File: src/rtl/pixel_seq_pkg.sv
// Shared constants for the pixel readout sequencer: FSM state codes (exposed in STATUS),
// register offsets (word index = byte offset >> 2), CTRL bit positions and register reset values.
package pixel_seq_pkg;

    localparam logic [2:0] ST_IDLE = 3'd0;
    localparam logic [2:0] ST_RST  = 3'd1;
    localparam logic [2:0] ST_INT  = 3'd2;
    localparam logic [2:0] ST_XFER = 3'd3;
    localparam logic [2:0] ST_RD_A = 3'd4;
    localparam logic [2:0] ST_RD_B = 3'd5;
    localparam logic [2:0] ST_DONE = 3'd6;

    localparam logic [2:0] REG_CTRL    = 3'd0;
    localparam logic [2:0] REG_T_RESET = 3'd1;
    localparam logic [2:0] REG_T_INT   = 3'd2;
    localparam logic [2:0] REG_T_XFER  = 3'd3;
    localparam logic [2:0] REG_N_PIX   = 3'd4;
    localparam logic [2:0] REG_STATUS  = 3'd5;

    localparam int CTRL_EN_BIT    = 0;
    localparam int CTRL_CONT_BIT  = 1;
    localparam int CTRL_START_BIT = 2;

    localparam logic [31:0] RST_T_RESET = 32'd4;
    localparam logic [31:0] RST_T_INT   = 32'd16;
    localparam logic [31:0] RST_T_XFER  = 32'd2;
    localparam logic [31:0] RST_N_PIX   = 32'd8;

    localparam int FRAME_CNT_W = 16;

endpackage

File: src/rtl/pixel_seq_regs.sv
// Wishbone slave and register file for the pixel sequencer; single-cycle registered ack,
// writes land on the ack edge, and the CTRL start bit becomes a one-cycle start strobe.
module pixel_seq_regs
    import pixel_seq_pkg::*;
#(
    parameter logic [31:0] BASE_ADDR = 32'h3000_0000,
    parameter int          CNT_W     = 16
) (
    input  logic                   i_clk,
    input  logic                   i_rst,
    input  logic                   i_wb_cyc,
    input  logic                   i_wb_stb,
    input  logic                   i_wb_we,
    input  logic [31:0]            i_wb_addr,
    input  logic [31:0]            i_wb_data,
    output logic                   o_wb_ack,
    output logic [31:0]            o_wb_data,
    input  logic                   i_busy,
    input  logic [2:0]             i_state,
    input  logic [FRAME_CNT_W-1:0] i_frame_cnt,
    output logic                   o_en,
    output logic                   o_cont,
    output logic                   o_start,
    output logic [CNT_W-1:0]       o_t_reset,
    output logic [CNT_W-1:0]       o_t_int,
    output logic [CNT_W-1:0]       o_t_xfer,
    output logic [CNT_W-1:0]       o_n_pix
);

    logic             ack_q, ack_d;
    logic             held_q, held_d;
    logic [31:0]      rdata_q, rdata_d;
    logic             en_q, en_d;
    logic             cont_q, cont_d;
    logic [CNT_W-1:0] t_reset_q, t_reset_d;
    logic [CNT_W-1:0] t_int_q, t_int_d;
    logic [CNT_W-1:0] t_xfer_q, t_xfer_d;
    logic [CNT_W-1:0] n_pix_q, n_pix_d;

    logic        req;
    logic        new_req;
    logic        wr;
    logic [2:0]  sel;
    logic [31:0] rd_mux;
    logic        unused_bits;

    assign req     = i_wb_cyc & i_wb_stb & (i_wb_addr[31:5] == BASE_ADDR[31:5]);
    assign sel     = i_wb_addr[4:2];
    // held_q blocks a second ack while the master keeps the same strobe asserted
    assign new_req = req & ~ack_q & ~held_q;
    assign wr      = ack_q & req & i_wb_we;

    assign unused_bits = ^{i_wb_addr[1:0], i_wb_data[31:CNT_W]};

    always_comb begin
        rd_mux = '0;
        case (sel)
            REG_CTRL:    rd_mux = {30'd0, cont_q, en_q};
            REG_T_RESET: rd_mux = {{(32-CNT_W){1'b0}}, t_reset_q};
            REG_T_INT:   rd_mux = {{(32-CNT_W){1'b0}}, t_int_q};
            REG_T_XFER:  rd_mux = {{(32-CNT_W){1'b0}}, t_xfer_q};
            REG_N_PIX:   rd_mux = {{(32-CNT_W){1'b0}}, n_pix_q};
            REG_STATUS:  rd_mux = {i_frame_cnt, 12'd0, i_state, i_busy};
            default:     rd_mux = '0;
        endcase
    end

    always_comb begin
        ack_d     = new_req;
        held_d    = (ack_q | held_q) & i_wb_cyc & i_wb_stb;
        rdata_d   = new_req ? rd_mux : '0;
        en_d      = en_q;
        cont_d    = cont_q;
        t_reset_d = t_reset_q;
        t_int_d   = t_int_q;
        t_xfer_d  = t_xfer_q;
        n_pix_d   = n_pix_q;
        if (wr) begin
            case (sel)
                REG_CTRL: begin
                    en_d   = i_wb_data[CTRL_EN_BIT];
                    cont_d = i_wb_data[CTRL_CONT_BIT];
                end
                REG_T_RESET: t_reset_d = i_wb_data[CNT_W-1:0];
                REG_T_INT:   t_int_d   = i_wb_data[CNT_W-1:0];
                REG_T_XFER:  t_xfer_d  = i_wb_data[CNT_W-1:0];
                REG_N_PIX:   n_pix_d   = i_wb_data[CNT_W-1:0];
                default: ;
            endcase
        end
    end

    always_ff @(posedge i_clk or posedge i_rst) begin
        if (i_rst) begin
            ack_q     <= 1'b0;
            held_q    <= 1'b0;
            rdata_q   <= '0;
            en_q      <= 1'b0;
            cont_q    <= 1'b0;
            t_reset_q <= RST_T_RESET[CNT_W-1:0];
            t_int_q   <= RST_T_INT[CNT_W-1:0];
            t_xfer_q  <= RST_T_XFER[CNT_W-1:0];
            n_pix_q   <= RST_N_PIX[CNT_W-1:0];
        end else begin
            ack_q     <= ack_d;
            held_q    <= held_d;
            rdata_q   <= rdata_d;
            en_q      <= en_d;
            cont_q    <= cont_d;
            t_reset_q <= t_reset_d;
            t_int_q   <= t_int_d;
            t_xfer_q  <= t_xfer_d;
            n_pix_q   <= n_pix_d;
        end
    end

    // The FSM sees a CTRL write on its ack cycle, so enable changes act on the same edge
    assign o_en      = en_d;
    assign o_cont    = cont_d;
    assign o_start   = wr & (sel == REG_CTRL) & i_wb_data[CTRL_START_BIT] & i_wb_data[CTRL_EN_BIT];
    assign o_wb_ack  = ack_q;
    assign o_wb_data = rdata_q;
    assign o_t_reset = t_reset_q;
    assign o_t_int   = t_int_q;
    assign o_t_xfer  = t_xfer_q;
    assign o_n_pix   = n_pix_q;

endmodule

File: src/rtl/pixel_seq_ctrl.sv
// Pixel readout timing sequencer: RST -> INT -> XFER -> (RD_A, RD_B) x N -> DONE.
// All phase/strobe outputs are registered from the next state, so they switch on the entry edge.
module pixel_seq_ctrl
    import pixel_seq_pkg::*;
#(
    parameter logic [31:0] BASE_ADDR = 32'h3000_0000,
    parameter int          CNT_W     = 16
) (
    input  logic        i_wb_clk,
    input  logic        i_wb_rst,
    input  logic        i_wb_cyc,
    input  logic        i_wb_stb,
    input  logic        i_wb_we,
    input  logic [31:0] i_wb_addr,
    input  logic [31:0] i_wb_data,
    output logic        o_wb_ack,
    output logic [31:0] o_wb_data,
    output logic        o_phi_r,
    output logic        o_phi_p,
    output logic        o_phi_l1,
    output logic        o_phi_l2,
    output logic        o_adc_frame,
    output logic        o_pixel_flag,
    output logic        o_busy,
    output logic        o_frame_irq
);

    localparam logic [CNT_W-1:0] ONE = 1;

    logic             en;
    logic             cont;
    logic             start;
    logic [CNT_W-1:0] reg_t_reset;
    logic [CNT_W-1:0] reg_t_int;
    logic [CNT_W-1:0] reg_t_xfer;
    logic [CNT_W-1:0] reg_n_pix;

    logic [2:0]             state_q, state_d;
    logic [CNT_W-1:0]       cnt_q, cnt_d;
    logic [CNT_W-1:0]       pix_q, pix_d;
    logic [CNT_W-1:0]       sh_t_reset_q, sh_t_reset_d;
    logic [CNT_W-1:0]       sh_t_int_q, sh_t_int_d;
    logic [CNT_W-1:0]       sh_t_xfer_q, sh_t_xfer_d;
    logic [CNT_W-1:0]       sh_n_pix_q, sh_n_pix_d;
    logic [FRAME_CNT_W-1:0] frame_cnt_q, frame_cnt_d;
    logic                   load;

    logic phi_r_q, phi_p_q, phi_l1_q, phi_l2_q;
    logic adc_frame_q, pixel_flag_q, busy_q, frame_irq_q;

    pixel_seq_regs #(
        .BASE_ADDR (BASE_ADDR),
        .CNT_W     (CNT_W)
    ) u_regs (
        .i_clk       (i_wb_clk),
        .i_rst       (i_wb_rst),
        .i_wb_cyc    (i_wb_cyc),
        .i_wb_stb    (i_wb_stb),
        .i_wb_we     (i_wb_we),
        .i_wb_addr   (i_wb_addr),
        .i_wb_data   (i_wb_data),
        .o_wb_ack    (o_wb_ack),
        .o_wb_data   (o_wb_data),
        .i_busy      (busy_q),
        .i_state     (state_q),
        .i_frame_cnt (frame_cnt_q),
        .o_en        (en),
        .o_cont      (cont),
        .o_start     (start),
        .o_t_reset   (reg_t_reset),
        .o_t_int     (reg_t_int),
        .o_t_xfer    (reg_t_xfer),
        .o_n_pix     (reg_n_pix)
    );

    // A programmed length of 0 still occupies one cycle
    function automatic logic [CNT_W-1:0] eff_len(input logic [CNT_W-1:0] v);
        return (v == '0) ? ONE : v;
    endfunction

    always_comb begin
        state_d     = state_q;
        cnt_d       = cnt_q;
        pix_d       = pix_q;
        frame_cnt_d = frame_cnt_q;
        load        = 1'b0;

        case (state_q)
            ST_IDLE: begin
                if (start) begin
                    state_d = ST_RST;
                    load    = 1'b1;
                end
            end
            ST_RST: begin
                if (cnt_q == sh_t_reset_q - ONE) begin
                    state_d = ST_INT;
                    cnt_d   = '0;
                end else begin
                    cnt_d = cnt_q + ONE;
                end
            end
            ST_INT: begin
                if (cnt_q == sh_t_int_q - ONE) begin
                    state_d = ST_XFER;
                    cnt_d   = '0;
                end else begin
                    cnt_d = cnt_q + ONE;
                end
            end
            ST_XFER: begin
                if (cnt_q == sh_t_xfer_q - ONE) begin
                    state_d = (sh_n_pix_q == '0) ? ST_DONE : ST_RD_A;
                    cnt_d   = '0;
                end else begin
                    cnt_d = cnt_q + ONE;
                end
            end
            ST_RD_A: state_d = ST_RD_B;
            ST_RD_B: begin
                pix_d   = pix_q + ONE;
                state_d = (pix_d == sh_n_pix_q) ? ST_DONE : ST_RD_A;
            end
            ST_DONE: begin
                if (cont && en) begin
                    state_d = ST_RST;
                    load    = 1'b1;
                end else begin
                    state_d = ST_IDLE;
                end
            end
            default: state_d = ST_IDLE;
        endcase

        if (load) begin
            cnt_d = '0;
            pix_d = '0;
        end

        // Dropping enable aborts the frame: no DONE, so no irq and no count
        if (!en && state_q != ST_IDLE) begin
            state_d = ST_IDLE;
        end

        if (state_d == ST_DONE && state_q != ST_DONE) begin
            frame_cnt_d = frame_cnt_q + 1'b1;
        end
    end

    assign sh_t_reset_d = load ? eff_len(reg_t_reset) : sh_t_reset_q;
    assign sh_t_int_d   = load ? eff_len(reg_t_int)   : sh_t_int_q;
    assign sh_t_xfer_d  = load ? eff_len(reg_t_xfer)  : sh_t_xfer_q;
    assign sh_n_pix_d   = load ? reg_n_pix            : sh_n_pix_q;

    always_ff @(posedge i_wb_clk or posedge i_wb_rst) begin
        if (i_wb_rst) begin
            state_q      <= ST_IDLE;
            cnt_q        <= '0;
            pix_q        <= '0;
            frame_cnt_q  <= '0;
            sh_t_reset_q <= '0;
            sh_t_int_q   <= '0;
            sh_t_xfer_q  <= '0;
            sh_n_pix_q   <= '0;
            phi_r_q      <= 1'b0;
            phi_p_q      <= 1'b0;
            phi_l1_q     <= 1'b0;
            phi_l2_q     <= 1'b0;
            adc_frame_q  <= 1'b0;
            pixel_flag_q <= 1'b0;
            busy_q       <= 1'b0;
            frame_irq_q  <= 1'b0;
        end else begin
            state_q      <= state_d;
            cnt_q        <= cnt_d;
            pix_q        <= pix_d;
            frame_cnt_q  <= frame_cnt_d;
            sh_t_reset_q <= sh_t_reset_d;
            sh_t_int_q   <= sh_t_int_d;
            sh_t_xfer_q  <= sh_t_xfer_d;
            sh_n_pix_q   <= sh_n_pix_d;
            phi_r_q      <= (state_d == ST_RST);
            phi_p_q      <= (state_d == ST_XFER);
            phi_l1_q     <= (state_d == ST_RD_A);
            phi_l2_q     <= (state_d == ST_RD_B);
            adc_frame_q  <= (state_d == ST_RD_A) || (state_d == ST_RD_B);
            pixel_flag_q <= (state_d == ST_RD_B);
            busy_q       <= (state_d != ST_IDLE);
            frame_irq_q  <= (state_d == ST_DONE);
        end
    end

    assign o_phi_r      = phi_r_q;
    assign o_phi_p      = phi_p_q;
    assign o_phi_l1     = phi_l1_q;
    assign o_phi_l2     = phi_l2_q;
    assign o_adc_frame  = adc_frame_q;
    assign o_pixel_flag = pixel_flag_q;
    assign o_busy       = busy_q;
    assign o_frame_irq  = frame_irq_q;

endmodule

File: config.mk
export PLATFORM = sky130hd
export DESIGN_NAME = pixel_seq_ctrl
export DESIGN_NICKNAME = d
export VERILOG_FILES = /design/src/rtl/pixel_seq_pkg.sv /design/src/rtl/pixel_seq_regs.sv /design/src/rtl/pixel_seq_ctrl.sv
export SDC_FILE = /design/constraint.sdc
export NUM_CORES = 1
export LEC_CHECK = 0
export CORE_MARGIN = 4
export CORE_UTILIZATION = 43
export CTS_CLUSTER_DIAMETER = 60
export DETAILED_ROUTE_END_ITERATION = 8
export GPL_TIMING_DRIVEN = 0
export PLACE_DENSITY = 0.73
export SLEW_MARGIN = 40
export SYNTH_ARGS = -nofsm -noshare
export SYNTH_HDL_FRONTEND = slang
export SYNTH_SLANG_ARGS = --single-unit
File: constraint.sdc
create_clock -name i_wb_clk -period 8.7 [get_ports i_wb_clk]
set_clock_uncertainty 0.15 [all_clocks]
set_input_delay 1.74 -clock i_wb_clk [delete_from_list [all_inputs] [get_ports i_wb_clk]]
set_output_delay 1.74 -clock i_wb_clk [all_outputs]
set_load 0.01 [all_outputs]
**After elaboration in Yosys (flattened, before gate mapping)**

Cells that the tools add are included.

- Bits in registers: 222
- Output and inout port bits: 41

- Add/subtract/negate cells: 6
- Equal/unequal tests: 22
- Mux-type cells: 28
- Bitwise gates (word level): 14
- Reductions and logical operators: 19

Operators by type and width:

| kind | number |
|---|---|
| 32-bit case mux with 6 select lines | 1 |
| 16-bit 2-to-1 mux | 9 |
| 16-bit == test | 4 |
| 16-bit zero test | 4 |
| 16-bit by 1-bit adder with 16-bit output, second input constant | 3 |
| 16-bit case mux with 3 select lines | 1 |
| 16-bit by 1-bit subtractor with 16-bit output, second input constant | 3 |
| 32-bit 2-to-1 mux | 1 |
| 27-bit by 25-bit == test with 1-bit output, second input constant | 1 |
| 3-bit == test, second input constant | 8 |
| 3-bit case mux with 7 select lines | 1 |
| 3-bit by 2-bit == test with 1-bit output, second input constant | 5 |
| 3-bit 2-to-1 mux | 5 |
| 1-bit AND | 11 |
| 3-bit by 1-bit == test with 1-bit output, second input constant | 3 |
| 2-bit AND reduction | 4 |
| 1-bit 2-to-1 mux | 7 |
| 3-bit zero test | 2 |
| 3-bit nonzero test | 2 |
| 2-bit 2-to-1 mux | 2 |
| 4-bit nonzero test | 1 |
| 1-bit logical AND | 3 |
| 3-bit != test, second input constant | 1 |
| 1-bit inverter | 2 |
| 5 further kinds | 5 |

**Longest topological paths before layout**

- Word-level depth: 12
- Depth in mapped cells: 15
- Depth with buffers taken out: 12

**Modules after synthesis**

From an unflattened synthesis, not the netlist that was laid out.

- Cell total of the unflattened synthesis: 1,087
- Area total of the unflattened synthesis: 11,886.4 sq um

Modules (own cells, without submodules):

| module | instances | cells an instance | area each (sq um) | sequential area each (sq um) |
|---|---|---|---|---|
| pixel_seq_ctrl | 1 | 793 | 7,534.7 | 3,052.9 |
| pixel_seq_regs | 1 | 294 | 4,351.7 | 2,507.4 |

**Worst setup path before layout**

OpenSTA, ideal clock, no wires.

- Path kind: in2reg
- Start point: in i_wb_addr[16]
- End point: reg sh_t_xfer_q[1]
- Arrival time: 4.292 ns
- Required time: 8.416 ns
- Path slack: 4.124 ns
- Cell stages on the path: 10
- Buffers on the path: 2
- Cells stage by stage: nor4_1 -> nand4_1 -> nor4_1 -> mux2i_1 -> nand3_1 -> o21a_1 -> nor2_1 -> clkbuf_1 -> clkbuf_1 -> o21ai_0

- Word-level cells in the longest chain between the ends: 9

RTL lines:

| what | line | text |
|---|---|---|
| start, declared | pixel_seq_ctrl.sv:14 | `input logic [31:0] i_wb_addr,` |
| 27-bit by 25-bit == test with 1-bit output (*) | pixel_seq_regs.sv:47 | `assign req = i_wb_cyc & i_wb_stb & (i_wb_addr[31:5] == BASE_ADDR[31:5]);` |
| 1-bit AND (*) | pixel_seq_regs.sv:47 |  |
| 1-bit AND (*) (2 in a row) | pixel_seq_regs.sv:51 | `assign wr = ack_q & req & i_wb_we;` |
| 1-bit AND (3 in a row) | pixel_seq_regs.sv:120 | `assign o_start = wr & (sel == REG_CTRL) & i_wb_data[CTRL_START_BIT] & i_wb_data[CTRL_EN_BIT];` |
| 1-bit 2-to-1 mux | pixel_seq_ctrl.sv:90 | `if (start) begin` |
| 1-bit case mux with 2 select lines (*) | pixel_seq_ctrl.sv:88 | `case (state_q)` |
| end signal, assigned | pixel_seq_ctrl.sv:180 | `sh_t_xfer_q <= sh_t_xfer_d;` |
| end, declared | pixel_seq_ctrl.sv:43 | `logic [CNT_W-1:0] sh_t_xfer_q, sh_t_xfer_d;` |

Every way passes the cells marked *; elsewhere a longest branch is shown, timed or not.
A chain may end at the register's enable or synchronous reset.

**Final worst setup path**

- Start point: in i_wb_addr[23]
- End point: reg sh_t_int_q[0]

- Word-level cells in the longest chain between the ends: 9

RTL lines:

| what | line | text |
|---|---|---|
| 27-bit by 25-bit == test with 1-bit output (*) | pixel_seq_regs.sv:47 |  |
| 1-bit AND (*) | pixel_seq_regs.sv:47 |  |
| 1-bit AND (*) (2 in a row) | pixel_seq_regs.sv:51 |  |
| 1-bit AND (3 in a row) | pixel_seq_regs.sv:120 |  |
| 1-bit 2-to-1 mux | pixel_seq_ctrl.sv:90 |  |
| 1-bit case mux with 2 select lines (*) | pixel_seq_ctrl.sv:88 |  |
| end signal, assigned | pixel_seq_ctrl.sv:179 | `sh_t_int_q <= sh_t_int_d;` |
| end, declared | pixel_seq_ctrl.sv:42 | `logic [CNT_W-1:0] sh_t_int_q, sh_t_int_d;` |

Marked as above.

==> key figures <==
Status
  • Status: finished clean

Placed design
  • Placed wire-length estimate: roughly 23000 µm
  • Port buffer count: 90
  • DP Area: about 13000 µm²
  • GPL Wtd Cong: just under 0.9
  • Post-Place Setup Slack: 2.26 ns

CTS
  • Clock Path Buffers: 3
  • Hold buffers post-CTS: 0
  • Clock Pin Slew Worst Setup and Hold Paths: about 0.060 ns
  • CTS root buf: clkbuf_16
  • CTS sink count: 222
  • TritonCTS buffer count: 26
  • H-tree Lvls: 1
  • Setup Fix Bufs, Post-CTS: 0
  • Worst-Skew Late Latency: approximately 0.54 ns
  • Resized cells post-CTS: 0
  • TritonCTS clock tree: done

Route
  • WL final: roughly 32000 µm
  • Vias/cell: 5.86
  • Final ANT Viol Nets: 0
  • DRC viols: 0
  • Drt first pass iters: 5
  • DR WL/cell: ~20 µm
  • 1st-iter DRT viols: between 700 and 800
  • Vias: slightly above 9000

Synthesis
  • EDFF count, synth: 0
  • Cells after Synth: roughly 1100
  • Synth Register Bits: ~220
  • Post-synthesis net count: between 1000 and 1500
  • Synth warn: 0
  • Mapped Area: around 12000 µm²
  • Most numerous cell in the Yosys netlist: dfrtp_1
  • Post-synth top area share: between 40% and 50%
  • Cell variety after synth: 79
  • Mean post-synth cell area: between 10 and 15 µm²
  • Area contributors post-synth: dfrtp_1 (46%), mux2_2 (13%), xnor2_1 (5.0%), nor2_1 (3.2%), xor2_1 (2.9%)
  • Post-synth top flop: dfrtp_1
  • Synth area leader: dfrtp_1
  • Asr flop ratio synth: between 90% and 100%
  • Commonest cells in the netlist: dfrtp_1 (218), mux2_2 (140), nor2_1 (99)
  • Post-synthesis sequential area ratio: between 40% and 50%

Worst setup path
  • Crit-path max FO: 10
  • Crit-path leading delay family: simple AND/OR/NAND/NOR gates
  • Critical Path RT: about 9 ns
  • Worst setup EP type: register
  • Crit path buf inv count: 3
  • R2R setup slack: 4.37 ns
  • Crit-path cells: clkdlybuf4s50_1 > nor4_1 > nand4_1 > nor4_2 > mux2i_1 > nand3_1 > o21a_1 > nor2_1 > clkbuf_1 > clkbuf_1 > a21oi_1
  • Crit Path Class: in2reg
  • Slowest stage delay, CP: around 0.8 ns
  • CP dominant cell by count: clkbuf_1
  • Crit path DAT: 6.07 ns
  • CP Launch Type: input pin
  • Critical-path top delay cell: nor4_2

GRT
  • Vias in the first global route: between 9000 and 10000
  • First-pass GRT wire length: around 50000 µm
  • Antenna violations before repair: 0
  • Pin count of the biggest net entering global routing: 71
  • Remaining Overflow, GRT: 0
  • Gr usage total: between 20 and 25%

Die
  • Row cnt: 60
  • Initial Util: about 44%
  • # IOs: between 100 and 150
  • Die W: between 150 and 200 µm
  • Area of the core: 26900 µm²
  • Die area: around 30000 µm²
  • Die height: roughly 170 µm

Timing
  • Slew margin rel.: ~43%
  • Setup TNS Final: 0 ns
  • Tcrit/Tclk final: ~67%
  • Fin. Hold Viols: 0
  • Final setup violating endpoints: 0
  • Worst Tran Pin Value: about 0.85 ns
  • Final worst path period need: 5.86 ns
  • PnR worst setup slack: approximately 2.8 ns
  • Peak Freq: 0.171 GHz
  • Final Max Slew Viols: 0
  • RSZ-0062 raised after global routing: no

Final layout
  • Fin nets: around 1300
  • Fin area: approximately 14000 µm²
  • Largest register FFs: 32
  • Share of post-route cells with drive strength above 1: approximately 18%
  • Diode count: 0
  • Area growth syn-to-layout: 20.0%
  • Final core utilization: between 50% and 60%

Power
  • Pwr per Cell Area: about 160 nW/µm²
  • Total Power: between 0.002 and 0.0025 W
  • Worst vdd ir: roughly 0.13 mV
  • Static Leakage: approximately 6.2 nW

Flow run
  • Max-cap violations: 0

Min path
  • Hold crit path type: reg2reg
==> cell families (layout without fill, tap and decap cells) <==
| kind of cell | Yosys count | after routing | share of synthesized area [%] |
|---|---|---|---|
| fa+ha+maj | 6 | 6 | 0.640 |
| compound gates | 154 | 154 | 9.25 |
| simple gates | 383 | 383 | 17.2 |
| buf+inv | 86 | 227 | 3.20 |
| mux | 147 | 147 | 14.0 |
| xor+xnor | 108 | 108 | 8.29 |
| flops | 222 | 222 | 47.4 |
==> final timing paths <==
path	from	end	cells after the start
hold / removal	frame_cnt_q[15]	frame_cnt_q[15]	1
min in group asynchronous	i_wb_rst	u_regs.o_t_int[12]	2
max in group asynchronous	i_wb_rst	pix_q[8]	3
setup / recovery	i_wb_addr[23]	sh_t_int_q[0]	11
setup reg to reg	sh_t_int_q[0]	cnt_q[9]	13
hold reg to reg	frame_cnt_q[15]	frame_cnt_q[15]	1
==> stage by stage <==
stage                     hold slack (ns)  std cells
after floorplan                     0.284       1106
after global placement              0.305       1537
after detailed placement            0.307       1540
after CTS                           0.321       1588
after global routing                0.334       1588
final                               0.323       1588
==> power by group <==
| part | internal, W | switching [W] |
|---|---|---|
| Sequential | 0.00103 | 0.0000000000000264 |
| Clock | 0.000711 | 0.000440 |
| Combinational | 0.0000279 | 0.0000414 |
==> metal layers <==
metal / vias up / part of all wire, % / GRT usage, %
met2: 353 / 45 / 32.2
met3: 65 / 7.4 / 3.79
met4: 0 / 3.6 / 7.35
met1: 4631 / 44 / 29.1
met5: - / 0 / 0
li1: 4249 / - / -
==> cells in the final DEF (no fill, tap or decap), types with 4 or more instances in the layout <==
cell	netlist	layout
nand2b_1	18	18
clkbuf_16	0	26
dfrtp_1	218	218
a31oi_1	15	15
nand4b_1	5	5
mux2_2	140	140
dfstp_2	4	4
clkdlybuf4s50_1	0	90
or3_1	12	12
xor2_1	39	39
nor2_1	99	99
clkbuf_8	3	11
inv_1	25	24
o211ai_1	7	7
mux2i_1	7	7
nor3b_1	4	4
a2111o_1	4	4
o21ai_0	21	21
a21oi_1	39	39
nand2_1	51	51
and3_1	16	16
and2_1	21	21
nor4_1	37	36
o22ai_1	5	5
nor2b_1	7	7
clkbuf_1	44	50
a22oi_1	15	15
nand3_1	31	31
nor3_1	34	34
a41oi_1	4	4
buf_1	8	8
or4_1	7	7
ha_1	6	6
xnor2_1	67	67
o21a_1	5	5
nand4_1	20	20
==> final cells by class <==
cell class | instances | area [µm²]
Clock inverter | 8 | 138
Clock buffer | 40 | 783
Fill cell | 2356 | 12800
Timing Repair Buffer | 93 | 983
Tap cell | 341 | 427
Inverter | 25 | 101
Multi-Input combinational cell | 798 | 5820
Sequential cell | 222 | 5560
Buffer | 61 | 282
==> worst register-to-register path, stage by stage (launching register included) <==
cell,delay [ns]
dfrtp_1,0.44
inv_1,0.09
ha_1,0.24
or3b_4,0.44
or4_4,0.50
or4_1,0.55
a311oi_2,0.22
o2111ai_1,0.29
nand3_1,0.19
nand2_1,0.29
buf_2,0.31
buf_1,0.24
a21oi_1,0.18
a31oi_1,0.06
Power figures use the tool's default switching activity.
==> patch 1 (same flow settings) <==
`CNT_W` is set to 16 in 2 places; all go to 14.
--- a/src/rtl/pixel_seq_regs.sv
+++ b/src/rtl/pixel_seq_regs.sv
@@ -4,7 +4,7 @@
     import pixel_seq_pkg::*;
 #(
     parameter logic [31:0] BASE_ADDR = 32'h3000_0000,
-    parameter int          CNT_W     = 16
+    parameter int          CNT_W     = 14
 ) (
     input  logic                   i_clk,
     input  logic                   i_rst,
--- a/src/rtl/pixel_seq_ctrl.sv
+++ b/src/rtl/pixel_seq_ctrl.sv
@@ -4,7 +4,7 @@
     import pixel_seq_pkg::*;
 #(
     parameter logic [31:0] BASE_ADDR = 32'h3000_0000,
-    parameter int          CNT_W     = 16
+    parameter int          CNT_W     = 14
 ) (
     input  logic        i_wb_clk,
     input  logic        i_wb_rst,
Formal check against the unedited RTL: not equivalent (Yosys sat finds a counterexample within 10 cycles, from zero or initial values and one cycle with i_wb_rst high).
==> patch 1 against the original RTL <==
Sequential cell count shrank 22. Via count shrank 9.8%. Critical path type unchanged. Highest routed layer unchanged. Cell area shrank 10%. Worst hold slack lost 0.0087 ns. Sequential share of layout area grew 0.18 points. Area after synthesis shrank 9.1%. Largest cell class unchanged. Clock power shrank 28%. Power shrank 19%. Wire length shrank 11%. Setup slack gained 0.30 ns.
==> patch 1: results (changes against the original RTL) <==
vias in the first global route = 8256 (was 9076)
Lkg Pwr = 5.47 nW (was 6.17 nW)
All-Layer GR Usage = 0.210 (was 0.206)
Reg-to-Reg End = frame_cnt_q[3]$_DFFE_PP0P_ (was cnt_q[9]$_DFFE_PP0P_)
max reg flops = 30 (was 32)
top cells by count, synth = dfrtp_1 (196), mux2_2 (108), nor2_1 (61) (was dfrtp_1 (218), mux2_2 (140), nor2_1 (99))
Port Buffers = 87 (was 90)
outcome = finished clean (unchanged)
nets = 1183 (was 1302)
CP max stage delay = 0.71 ns (was 0.80 ns)
VDD IR max = 0.122 mV (was 0.130 mV)
Hold Crit Depth = 1 (unchanged)
WHS = 0.314 ns (was 0.323 ns)
H-Tree Depth = 4 (was 1)
cts bufs inserted = 17 (was 26)
GRT met3 Usage = 0.0397 (was 0.0379)
DRT Wirelength = 27.9 mm (was 31.5 mm)
worst r2r src = sh_t_int_q[0]$_DFFE_PP0P_ (unchanged)
fill cell count = 2181 (was 2356)
Crit Path Max Fanout = 10 (unchanged)
Post-DP HPWL = 20.6 mm (was 23.3 mm)
Crit path arrival time = 5.72 ns (was 6.07 ns)
Seq/Total Area, Yosys = 0.469 (was 0.474)
Synth async-reset ratio = 1.00 (unchanged)
Worst slew margin = 0.434 (was 0.426)
WHS Endpoint = frame_cnt_q[15]$_DFFE_PP0P_ (unchanged)
Placer Congestion = 0.898 (was 0.891)
Area contributors post-synth = dfrtp_1 (46%), mux2_2 (11%), xnor2_1 (4.6%) (was dfrtp_1 (46%), mux2_2 (13%), xnor2_1 (5.0%))
worst min-delay path startpoint = frame_cnt_q[15]$_DFFE_PP0P_ (unchanged)
first-pass GRT wire length = 44.8 mm (was 50.2 mm)
post-CTS setup buffers = 0 (unchanged)
cells on worst reg2reg path = 12 (was 13)
CP max stage cell = nor4_2 (unchanged)
Reg2Reg Setup Slack = 4.43 ns (was 4.37 ns)
1st-iter DRT viols = 815 (was 798)
library cells used by synthesis = 74 (was 79)
Hold Path Class = flop to flop (unchanged)
maximum clock path buffer count = 2 (was 3)
met2 Usage GRT = 0.325 (was 0.322)
Post-DP Area = 0.0120 sq mm (was 0.0132 sq mm)
vias post-DR = 8386 (was 9298)
post-CTS sizing = 0 (unchanged)
met1 Usage GRT = 0.296 (was 0.291)
clock transition at the registers of the reported paths = 0.08 ns (was 0.06 ns)
layout cells sized above 1 = 0.160 (was 0.179)
number of diodes = 0 (unchanged)
initial antenna violation count = 0 (unchanged)
clk_lat worst skew = 0.45 ns (was 0.54 ns)
patch 1: power breakdown:
| group | leakage [nW] | switching [W] | internal (W) |
|---|---|---|---|
| registers | 2.63 | 0.0000000000000295 | 0.000929 |
| logic | 2.54 | 0.0000369 | 0.0000277 |
| clock network | 0.298 | 0.000425 | 0.000397 |
| total | 5.47 | 0.000462 | 0.00135 |
patch 1: layout make-up:
cell class,instances,area (sq um),area share
plain buffers,65,274,0.0217
clock buffers,17,425,0.0337
clock inverters,15,183,0.0145
inverters,20,82.6,0.00653
multi-input cells,715,5330,0.422
flip-flops and latches,200,5010,0.396
well taps,324,405,0.0321
repair buffers,89,926,0.0733
patch 1: cell families after synthesis:
kind of cell	synth area share
buf+inv	0.0327
other cells	0.000351
fa+ha+maj	0.00703
flops	0.469
simple gates	0.186
compound gates	0.0933
xor+xnor	0.0751
mux	0.136
patch 1: metrics by stage:
| stage | setup WS [ns] | setup TNS (ns) | utilization | power [W] | std cells |
|---|---|---|---|---|---|
| floorplan | 1.36 | 0 | - | 0.000973 | 1000 |
| global route | 2.89 | 0 | 0.518 | 0.00187 | 1445 |
| finish | 3.14 | 0 | 0.518 | 0.00182 | 1445 |
| global placement | -1.17 | -226.20 | 0.490 | 0.00101 | 1411 |
| detailed placement | 2.69 | 0 | 0.493 | 0.00101 | 1413 |
| CTS | 3.14 | 0 | 0.518 | 0.00183 | 1445 |
patch 1: critical path: cells and delay by family:
family	cells	cell delay, ns
compound gates	1	0.13
simple gates	6	2.07
buf+inv	4	1.77
patch 1: worst max-delay path by stage:
stage                       start                            to  slack [ns]
global route         i_wb_addr[7]          pix_q[1]$_DFFE_PP0P_        2.89
CTS                 i_wb_addr[11]          pix_q[8]$_DFFE_PP0P_        3.14
global placement         i_wb_rst  sh_t_reset_q[11]$_DFFE_PP0P_       -1.17
detailed placement  i_wb_addr[11]          pix_q[8]$_DFFE_PP0P_        2.69
floorplan                i_wb_rst          cnt_q[0]$_DFFE_PP0P_        1.36
finish               i_wb_addr[7]         pix_q[13]$_DFFE_PP0P_        3.14
patch 1: per-layer routing:
metal	vias to the layer above	wire length, um
met5	-	0
met4	0	802
met2	339	12500
met3	45	1830
li1	3858	-
met1	4144	12800
==> patch 2 (same flow settings) <==
Without the edit above. Make the reset (`i_rst` and `i_wb_rst`) synchronous in 2 clocked blocks.
--- a/src/rtl/pixel_seq_regs.sv
+++ b/src/rtl/pixel_seq_regs.sv
@@ -90,7 +90,7 @@
         end
     end
 
-    always_ff @(posedge i_clk or posedge i_rst) begin
+    always_ff @(posedge i_clk) begin
         if (i_rst) begin
             ack_q     <= 1'b0;
             held_q    <= 1'b0;
--- a/src/rtl/pixel_seq_ctrl.sv
+++ b/src/rtl/pixel_seq_ctrl.sv
@@ -152,7 +152,7 @@
     assign sh_t_xfer_d  = load ? eff_len(reg_t_xfer)  : sh_t_xfer_q;
     assign sh_n_pix_d   = load ? reg_n_pix            : sh_n_pix_q;
 
-    always_ff @(posedge i_wb_clk or posedge i_wb_rst) begin
+    always_ff @(posedge i_wb_clk) begin
         if (i_wb_rst) begin
             state_q      <= ST_IDLE;
             cnt_q        <= '0;
Function: differs if i_wb_rst is asserted again (counterexample within 4 cycles, from zero or initial values and one cycle with i_wb_rst high); with i_wb_rst held inactive, the same outputs for 4 cycles.
==> patch 2 against the original RTL <==
Cell area is 5.2% lower. Largest power group unchanged. Sequential cell count stayed put. Wire length is 11% higher. Critical path type unchanged. Area after synthesis is 4.6% lower. Largest cell class unchanged. Setup slack better by 0.41 ns. Power is 4.5% lower. Synthesized cell count is 21% higher. First-iteration DRC count is 12% higher.
==> patch 2: results (changes against the original RTL) <==
outcome = finished clean (unchanged)
fill cell count = 2382 (was 2356)
met2 Usage GRT = 0.373 (was 0.322)
Via density = 5.94 (was 5.86)
syn_nets = 1418 (was 1181)
met1 Usage GRT = 0.321 (was 0.291)
max reg flops = 32 (unchanged)
Layout Cells excl Fill = 1809 (was 1588)
P_int = 0.00165 W (was 0.00177 W)
All-Layer GR Usage = 0.233 (was 0.206)
vias in the first global route = 10044 (was 9076)
maximum clock path buffer count = 3 (unchanged)
clk root buf = clkbuf_16 (unchanged)
largest net degree at the start of global routing = 15 (was 71)
dpl cells = 1764 (was 1540)
Comb power frac = 0.033 (was 0.031)
P_clk = 0.00106 W (was 0.00115 W)
Syn Area/Cell = 8.34 sq um (was 10.6 sq um)
library cells used by synthesis = 80 (was 79)
WL met3 = 3.01 mm (was 2.34 mm)
nets = 1536 (was 1302)
GRT met3 Usage = 0.0412 (was 0.0379)
Worst slew margin = 0.423 (was 0.426)
first-pass GRT wire length = 54.3 mm (was 50.2 mm)
DRT Wirelength = 34.9 mm (was 31.5 mm)
register area = 0.00444 sq mm (was 0.00556 sq mm)
Port Buffers = 91 (was 90)
Crit path arrival time = 5.72 ns (was 6.07 ns)
clock transition at the registers of the reported paths = 0.06 ns (about the same)
Post-Synth XOR/XNOR Area = 0.0641 (was 0.0829)
Lkg Pwr = 4.88 nW (was 6.17 nW)
cts bufs inserted = 25 (was 26)
Synth Area in Compound Gates = 0.172 (was 0.0925)
adder-cell share of the synthesized area = 0.00670 (was 0.00640)
Area contributors post-synth = dfxtp_1 (40%), nand2_1 (6.1%), a21oi_1 (4.0%) (was dfrtp_1 (46%), mux2_2 (13%), xnor2_1 (5.0%))
layout cells sized above 1 = 0.0554 (was 0.179)
post-route met1 wirelength = 15.1 mm (was 13.9 mm)
Post-DP HPWL = 26.2 mm (was 23.3 mm)
Synth async-reset ratio = 0 (was 1.00)
Placer Congestion = 0.970 (was 0.891)
setup slack at placement = 2.73 ns (was 2.26 ns)
Post-DP Area = 0.0125 sq mm (was 0.0132 sq mm)
post-synthesis mux area share = 0.0493 (was 0.140)
Seq/Total Area, Yosys = 0.397 (was 0.474)
VDD IR max = 0.132 mV (was 0.130 mV)
[patch 2: changes by cell type after synthesis, sizes merged, moves of 35 or more]
cell / change
a21oi: +51
a22o: +41
clkbuf: +35
dfrtp: -218
dfxtp: +222
mux2: -131
mux2i: +38
nand2: +132
[patch 2: area by class of cell]
| type | instances | area share |
|---|---|---|
| flip-flops and latches | 222 | 0.333 |
| well taps | 330 | 0.0309 |
| multi-input cells | 1003 | 0.471 |
| inverters | 21 | 0.00590 |
| clock buffers | 31 | 0.0515 |
| clock inverters | 14 | 0.0101 |
| repair buffers | 91 | 0.0682 |
| plain buffers | 97 | 0.0293 |
[patch 2: worst max-delay path, stage by stage]
cell	delay, ns
clkdlybuf4s50_1	0.40
nor4_1	0.36
nand4_1	0.22
nor3_1	0.72
mux2_2	0.43
o2bb2a_1	0.29
buf_2	0.19
nor2b_1	0.15
clkbuf_1	0.20
and4_1	0.23
buf_2	0.16
buf_2	0.19
and3_1	0.18
a221o_1	0.25
[patch 2: worst paths after layout]
kind,start,to,slack [ns],depth (start not counted)
worst max-delay path,i_wb_addr[17],cnt_q[14]$_SDFFE_PP0P_,3.26,14
worst min-delay path,u_regs.held_q$_SDFF_PP0_,u_regs.held_q$_SDFF_PP0_,0.33,2
worst max register to register,sh_t_xfer_q[0]$_SDFFE_PP0P_,frame_cnt_q[10]$_SDFFE_PP0P_,4.12,15
worst min register to register,u_regs.held_q$_SDFF_PP0_,u_regs.held_q$_SDFF_PP0_,0.33,2
[patch 2: metrics by stage]
step | power (W) | hold slack [ns]
2_1_floorplan | 0.00107 | 0.292
3_3_place_gp | 0.00111 | 0.309
3_5_place_dp | 0.00111 | 0.316
4_1_cts | 0.00216 | 0.329
5_1_grt | 0.00220 | 0.352
6_report | 0.00215 | 0.330
